## config.mk

```make
export PLATFORM = sky130hd
export DESIGN_NAME = ccd_line_capture
export DESIGN_NICKNAME = d
export VERILOG_FILES = /design/src/rtl/ccd_line_capture.sv
export SDC_FILE = /design/constraint.sdc
export NUM_CORES = 2
export LEC_CHECK = 0
export CAP_MARGIN = 20
export CORE_MARGIN = 3
export CORE_UTILIZATION = 25
export DETAILED_ROUTE_END_ITERATION = 10
export GPL_TIMING_DRIVEN = 0
export PLACE_DENSITY = 0.43
export SLEW_MARGIN = 30
export SYNTH_ARGS = -nofsm -noshare
export SYNTH_HDL_FRONTEND = slang
export SYNTH_SLANG_ARGS = --single-unit
```

## constraint.sdc

```tcl
create_clock -name cam_clk -period 5.5 [get_ports cam_clk]
set_input_delay 1.1 -clock cam_clk [delete_from_list [all_inputs] [get_ports cam_clk]]
set_output_delay 1.1 -clock cam_clk [all_outputs]
set_load 0.05 [all_outputs]
```

## src/rtl/ccd_line_capture.sv

```systemverilog
// ccd_line_capture: captures one CCD line via ADC handshake, buffers it, and locates the dark-line centre
module ccd_line_capture #(
  parameter int NPIX = 128,
  parameter int AW = 7,
  parameter int DW = 8,
  parameter int ADC_TIMEOUT = 16,
  parameter int MIN_CONTRAST = 32
) (
  input  logic          cam_clk,
  input  logic          rst,
  input  logic          cam_si,
  output logic          adc_start,
  input  logic          adc_done,
  input  logic [DW-1:0] adc_data,
  input  logic [AW-1:0] rd_addr,
  output logic [DW-1:0] rd_data,
  output logic          busy,
  output logic          line_valid,
  output logic          line_found,
  output logic [AW-1:0] line_pos,
  output logic [DW-1:0] line_thr,
  output logic [DW-1:0] pix_min,
  output logic [DW-1:0] pix_max,
  output logic          overrun,
  output logic          adc_err
);
  typedef enum logic [2:0] {IDLE, START, WAIT, ANALYSE, DONE} state_t;
  localparam int TW = $clog2(ADC_TIMEOUT + 1);
  state_t state, state_nx;
  logic [AW-1:0] idx, first_dark, last_dark, scan_pix;
  logic [AW:0] sidx;
  logic [TW-1:0] timer;
  logic [DW-1:0] run_min, run_max, scan_q, sample, thr;
  logic [DW-1:0] mem [NPIX];
  logic any_dark, timeout, adv, last_pix, scan_end, dark, found, finish;
  assign timeout = state == WAIT && timer == TW'(ADC_TIMEOUT - 1);
  assign adv = state == WAIT && !cam_si && (adc_done || timeout);
  assign sample = adc_done ? adc_data : '0;
  assign last_pix = idx == AW'(NPIX - 1);
  assign scan_end = sidx == (AW+1)'(NPIX);
  assign thr = DW'(({1'b0, run_min} + {1'b0, run_max}) >> 1);
  assign scan_pix = AW'(sidx - 1'b1);
  assign dark = state == ANALYSE && sidx != '0 && scan_q < thr;
  assign found = any_dark && (run_max - run_min >= DW'(MIN_CONTRAST));
  assign finish = state == DONE && !cam_si;
  always_ff @(posedge cam_clk)
    state <= rst ? IDLE : state_nx;
  always_comb begin
    state_nx = cam_si ? START :
               state == START ? WAIT :
               state == WAIT ? (adv ? (last_pix ? ANALYSE : START) : WAIT) :
               state == ANALYSE ? (scan_end ? DONE : ANALYSE) :
               IDLE;
  end
  always_comb begin
    adc_start = state == START;
    busy = state != IDLE;
  end
  always_ff @(posedge cam_clk) begin
    if (rst) begin
      idx <= '0;
      run_min <= '0;
      run_max <= '0;
      timer <= '0;
      sidx <= '0;
      any_dark <= 1'b0;
      first_dark <= '0;
      last_dark <= '0;
      line_valid <= 1'b0;
      line_found <= 1'b0;
      line_pos <= '0;
      line_thr <= '0;
      pix_min <= '0;
      pix_max <= '0;
      overrun <= 1'b0;
      adc_err <= 1'b0;
    end else begin
      if (cam_si) begin
        idx <= '0;
        run_min <= '1;
        run_max <= '0;
      end else if (adv) begin
        run_min <= sample < run_min ? sample : run_min;
        run_max <= sample > run_max ? sample : run_max;
        idx <= last_pix ? idx : idx + 1'b1;
      end
      timer <= state == WAIT ? timer + 1'b1 : '0;
      sidx <= state == ANALYSE ? sidx + 1'b1 : '0;
      if (state == START) any_dark <= 1'b0;
      else if (dark) begin
        any_dark <= 1'b1;
        last_dark <= scan_pix;
        if (!any_dark) first_dark <= scan_pix;
      end
      if (cam_si && state != IDLE) overrun <= 1'b1;
      if (adv && !adc_done) adc_err <= 1'b1;
      line_valid <= finish;
      if (finish) begin
        line_found <= found;
        line_pos <= found ? AW'(({1'b0, first_dark} + {1'b0, last_dark}) >> 1) : '0;
        line_thr <= thr;
        pix_min <= run_min;
        pix_max <= run_max;
      end
    end
  end
  always_ff @(posedge cam_clk) begin
    if (adv) mem[idx] <= sample;
    scan_q <= mem[sidx[AW-1:0]];
  end
  always_ff @(posedge cam_clk)
    rd_data <= rst ? '0 : ({1'b0, rd_addr} < (AW+1)'(NPIX) ? mem[rd_addr] : '0);
endmodule

```

## Word-level counts from Yosys, hierarchy flattened

Memory sizes are Yosys's and may differ from the RTL's. A register that Yosys moved wholly into a read port is not among the register bits.
Cells that the tools add are included.

- Mux-type cells: 14
- $add $sub $neg: 7
- Multipliers: 0
- Equality and inequality tests: 7
- Reductions and logical operators: 26
- Shift-type cells: 0
- Divide/modulo/power cells: 0
- Bitwise gates (word level): 5
- $lt $le $gt $ge: 4

Operators with widths:

| cell | number |
|---|---|
| 8-bit 2-to-1 mux | 4 |
| 8-bit < comparator | 2 |
| 8-bit by 8-bit adder with 9-bit output | 1 |
| 1-bit logical AND | 9 |
| 3-bit 2-to-1 mux | 3 |
| 7-bit by 7-bit adder with 8-bit output | 1 |
| 8-bit by 1-bit adder with 8-bit output (second input constant) | 1 |
| 8-bit equality test (second input constant) | 1 |
| 8-bit by 6-bit greater-or-equal comparator with 1-bit output (second input constant) | 1 |
| 8-bit > comparator | 1 |
| 2-bit AND reduction | 4 |
| 8-bit nonzero test | 1 |
| 2-bit OR reduction | 4 |
| 8-bit subtractor | 1 |
| 7-bit by 1-bit adder with 7-bit output (second input constant) | 1 |
| 7-bit equality test (second input constant) | 1 |
| 7-bit 2-to-1 mux | 1 |
| 7-bit by 1-bit subtractor with 7-bit output (second input constant) | 1 |
| 3-bit by 2-bit equality test with 1-bit output (second input constant) | 2 |
| 2-bit 2-to-1 mux | 3 |
| 5-bit by 1-bit adder with 5-bit output (second input constant) | 1 |
| 5-bit by 4-bit equality test with 1-bit output (second input constant) | 1 |
| 1-bit NOT | 5 |
| 2-bit nonzero test | 2 |
| other kinds (8) | 11 |

- RAM bits: 1024
- Flip-flop bits (word level): 89
- Bits in latches: 0
- Bits of input ports: 19
- Logic and storage cells: 83
- Memory bits (read-only): 0
- Output and inout bits: 45
- Memories: 1

Memories:

| name | words | bits a word | read ports | clocked after memory_dff | write ports | RTL line | RTL |
|---|---|---|---|---|---|---|---|
| mem | 128 | 8 | 2 | 2 | 1 | 34 | `logic [DW-1:0] mem [NPIX];` |

## Longest topological paths before layout

- Word-level depth: 8
- Gate-level depth with buffers: 17
- Depth with buffers taken out: 16

## Least setup slack after synthesis

OpenSTA, ideal clock, no wires.

- Path type: input to register
- Start: in adc_done
- End: reg run_max[1]
- Path slack: 0.687 ns
- Path buffers: 1
- Stages on the path: 10
- Required time: 5.426 ns
- Library setup time: 0.074 ns
- Arrival: 4.739 ns
- Cell sequence: buf_1 and2_1 ha_1 nor2b_1 o21a_1 o21a_1 o21ai_0 a221oi_4 mux2i_1 nor2_1

- Word-level cells in the longest chain between the ends: 3
- Elaborated cells on any way between the ends: 5
- Those cells by class: order compare (1); mux (1); reduce/logical (3)

Ends and longest elaborated chain:

| item | RTL line | RTL |
|---|---|---|
| from (decl) | 13 | `input logic adc_done,` |
| 8-bit 2-to-1 mux * | 38 | `assign sample = adc_done ? adc_data : '0;` |
| net sample[1] | 33 | `logic [DW-1:0] run_min, run_max, scan_q, sample, thr;` |
| 8-bit > comparator | 84 | `run_max <= sample > run_max ? sample : run_max;` |
| 2-bit AND reduction (no line) | - |  |
| to (signal assigned) | 84 |  |
| to (decl) | 33 |  |

The timed path passes the listed nets; every way through them passes the cells marked *.
A chain may end at the register's enable or synchronous reset.

## Worst setup path in the final report

- Start: reg sidx[1]
- End: reg first_dark[3]

- Word-level cells in the longest chain between the ends: 4
- Elaborated cells on any way between the ends: 5
- Those cells by class: add/sub (1); reduce/logical (4)

Ends and longest elaborated chain:

| item | RTL line | RTL |
|---|---|---|
| from (decl) | 31 | `logic [AW:0] sidx;` |
| from (signal assigned) | 88 | `sidx <= state == ANALYSE ? sidx + 1'b1 : '0;` |
| branches (longest 4 deep; another with 7-bit by 1-bit subtractor with 7-bit output) | - |  |
| to (signal assigned) | 93 | `if (!any_dark) first_dark <= scan_pix;` |
| to (decl) | 30 | `logic [AW-1:0] idx, first_dark, last_dark, scan_pix;` |

Several ways; the timed one is not identified.

==> flow_metrics.tcl <==
set metrics [dict create \
    status "finished clean" \
    nets 3061 \
    final_cell_area_um2 62200 \
    hp-start "timer[0]" \
    yosys.area_share.simple_pct 3.35 \
    vias 31110 \
    gp_congestion 0.916 \
    irDropWorstVdd_v 0.000254 \
    start_util_pct 25.2 \
    finalNonFillerCells 5884 \
    finalCriticalPeriod_ns 5.23 \
    synth_top_cell_by_area "edfxtp_1" \
    synth_area_um2 52500 \
    syn_inst 2748 \
    multi_input_area_um2 18800 \
    cts_buffer_depth 3 \
    grtUsageTotal_pct 19.5 \
    grt_pass1_wl_mm 284 \
    fillerInstances 20300 \
    synth_cell_types 57 \
    synth_top_family_by_area "multiplexers" \
    rsz0062_at_grt "false" \
    yosysMostFrequentCell "edfxtp_1" \
    clkLatencyLatePin_ns 0.79 \
    crit_path_max_fanout 10 \
    worstSetupEndpointType "register" \
    cts_num_sinks 1129 \
    fin_skew_ns 0.0286 \
    via_per_inst 5.29 \
    synth_nets 2818 \
    cts_buffers 135 \
    placed_cells 5642 \
    synthMuxAreaShare_pct 27.3 \
    max_slew_margin_pct 30.4 \
    grt_max_degree 97 \
    cts_root_buf "clkbuf_16" \
    synth_common_cells "1,024 x edfxtp_1, 598 x mux4_2, 211 x nor2_1" \
    design.portCount 64 \
    cts_resized 0 \
    start_kind "register" \
    fmax_ghz 0.191 \
    hold_path_class "reg -> reg" \
    dp_hpwl_mm 153 \
    grt_pass1_vias 30788 \
    cp.arrival_ns 5.90 \
    synth_seq_area_share_pct 62.6 \
    synth_xor_xnor_area_share_pct 0.484 \
    htreeDepth 4 \
    wirelength_mm 213 \
    required_ns 6.17 \
    timing.rr.start "sidx[1]" \
    post-route-util_pct 29.9 \
    detail-route-antenna-nets 0 \
    postCtsSetupBuffers 0 \
    routedWlPerCell_um 36.2 \
    synthArstFlopShare_pct 0 \
    synth-compound-area-share_pct 2.99 \
    drc_errors 0 \
    die-area_um2 215000 \
    tns_ns 0 \
    worstMarginPinSlew_ns 1.04 \
    powerDensity_nw_per_um2 307 \
    leakage_uw 0.0173 \
    final_max_slew_viol_count 0 \
    synthAdderAreaFrac_pct 1.24 \
    ys_warn_count 0 \
    dpl_cell_area_um2 58000 \
    drtIter0Drc 3640 \
    cts_tree "yes" \
    register_area_um2 32900 \
    numPortBuffers 56 \
    hold_viol 0 \
    die_h_um 464 \
    yosys-top-cells-area "edfxtp_1 59%, mux4_2 26%, dfxtp_1 4.0%" \
    synth_top_flop_cell "edfxtp_1" \
    core_um2 208000 \
    synth.avg_cell_area_um2 19.1 \
    synth_edf_count 1024 \
    critPathLaunch "sidx[1]" \
    ys_seq_elements 1129 \
    synth_top_area_share_pct 58.6 \
    num_rows 167 \
    cts_hold_buf 0 \
    drive_gt1_share_pct 34.1 \
    area_growth_pct 18.6 \
    hold_ws_ns 0.444 \
    setup_viol 0 \
    finalCritPeriodShare_pct 95.0 \
    die_w_um 464 \
    antenna_found_initial 14 \
    maxCapViolCount 0 \
    grt_overflow_total 0 \
    clk_pin_slew_ns 0.05 \
    first_pass_iters 6 \
    path_class "reg -> reg" \
]
path summary, 6_finish.rpt:
kind	end	slack [ns]	cells after the start
hold reg to reg	timer[0]	0.44	1
setup / recovery	first_dark[3]	0.27	13
setup reg to reg	first_dark[3]	0.27	13
hold / removal	timer[0]	0.44	1
state kept, by name, indices dropped and copies added (netlist names):
register / count
line_pos: 7
line_thr: 8
line_valid: 1
sidx: 8
pix_min: 8
adc_err: 1
pix_max: 8
line_found: 1
mem: 1024
state: 3
any_dark: 1
scan_q: 8
first_dark: 7
idx: 7
run_max: 8
timer: 5
overrun: 1
rd_data: 8
last_dark: 7
run_min: 8
critical path, cell delays in order, from the launching register on:
cell      delay, ns
dfxtp_1        0.68
buf_2          0.72
buf_2          0.53
buf_2          0.31
buf_12         0.21
inv_1          0.38
ha_1           0.35
nor4b_1        0.19
a211oi_1       0.28
nand2_1        0.10
a211oi_1       0.59
clkbuf_1       0.42
nor2_1         0.08
a211oi_1       0.22
power breakdown:
group | internal, uW | leakage (uW) | switching (uW) | total [uW]
logic | 339 | 0.00628 | 631 | 970
registers | 9360 | 0.00896 | 10.2 | 9370
clock network | 5070 | 0.00207 | 3700 | 8770
metal layers:
layer / vias up / routed length (um) / GRT usage (%)
li1: 12141 / - / -
met1: 17300 / 93100 / 27.1
met2: 1357 / 96500 / 29.9
met3: 312 / 15400 / 4.14
met4: 0 / 8220 / 7.01
met5: - / 0 / 0
stage by stage:
stage               power, uW  setup WS [ns]
global placement        10500          -3.23
detailed placement      10500          0.330
CTS                     19300          0.305
global route            19600         0.0725
floorplan               10100          0.687
finish                  19100          0.272
logic make-up (layout without fill, tap and decap cells):
kind of cell / after synthesis / count (layout)
DFF: 1129 / 1129
muxes: 683 / 683
adders and majority gates: 51 / 51
other: 0 / 3
and+or+nand+nor: 398 / 398
AOI/OAI and AO/OA: 232 / 232
xor gates and xnor gates: 29 / 29
buffers and inverters: 226 / 571
final cells by class:
| cell class | count | area share, % |
|---|---|---|
| inverters | 32 | 0.205 |
| diodes | 3 | 0.0121 |
| well taps | 2788 | 5.61 |
| multi-input cells | 1393 | 30.1 |
| repair buffers | 106 | 2.82 |
| clock inverters | 64 | 0.909 |
| flip-flops and latches | 1129 | 52.8 |
| clock buffers | 175 | 5.89 |
| plain buffers | 194 | 1.63 |
cell usage in the layout, fill, tap and decap left out, types with 17 or more instances in the layout:
cell type / Yosys / layout
o22ai_1: 29 / 29
a211oi_1: 26 / 26
nor2_2: 0 / 69
dfxtp_1: 105 / 105
clkinv_1: 1 / 25
buf_4: 18 / 18
mux2i_1: 85 / 85
edfxtp_1: 1024 / 1024
nand2_1: 80 / 80
clkdlybuf4s50_1: 0 / 56
clkinv_2: 0 / 21
clkbuf_16: 0 / 140
buf_16: 0 / 28
clkbuf_1: 84 / 77
buf_12: 0 / 20
o21ai_0: 17 / 17
nor2b_1: 19 / 19
buf_2: 56 / 70
mux4_2: 598 / 598
nor2_1: 211 / 142
clkbuf_2: 1 / 40
a21oi_1: 54 / 54
a22oi_1: 33 / 33
ha_1: 49 / 49
inv_1: 31 / 30
(Power assumes the default switching activity.)
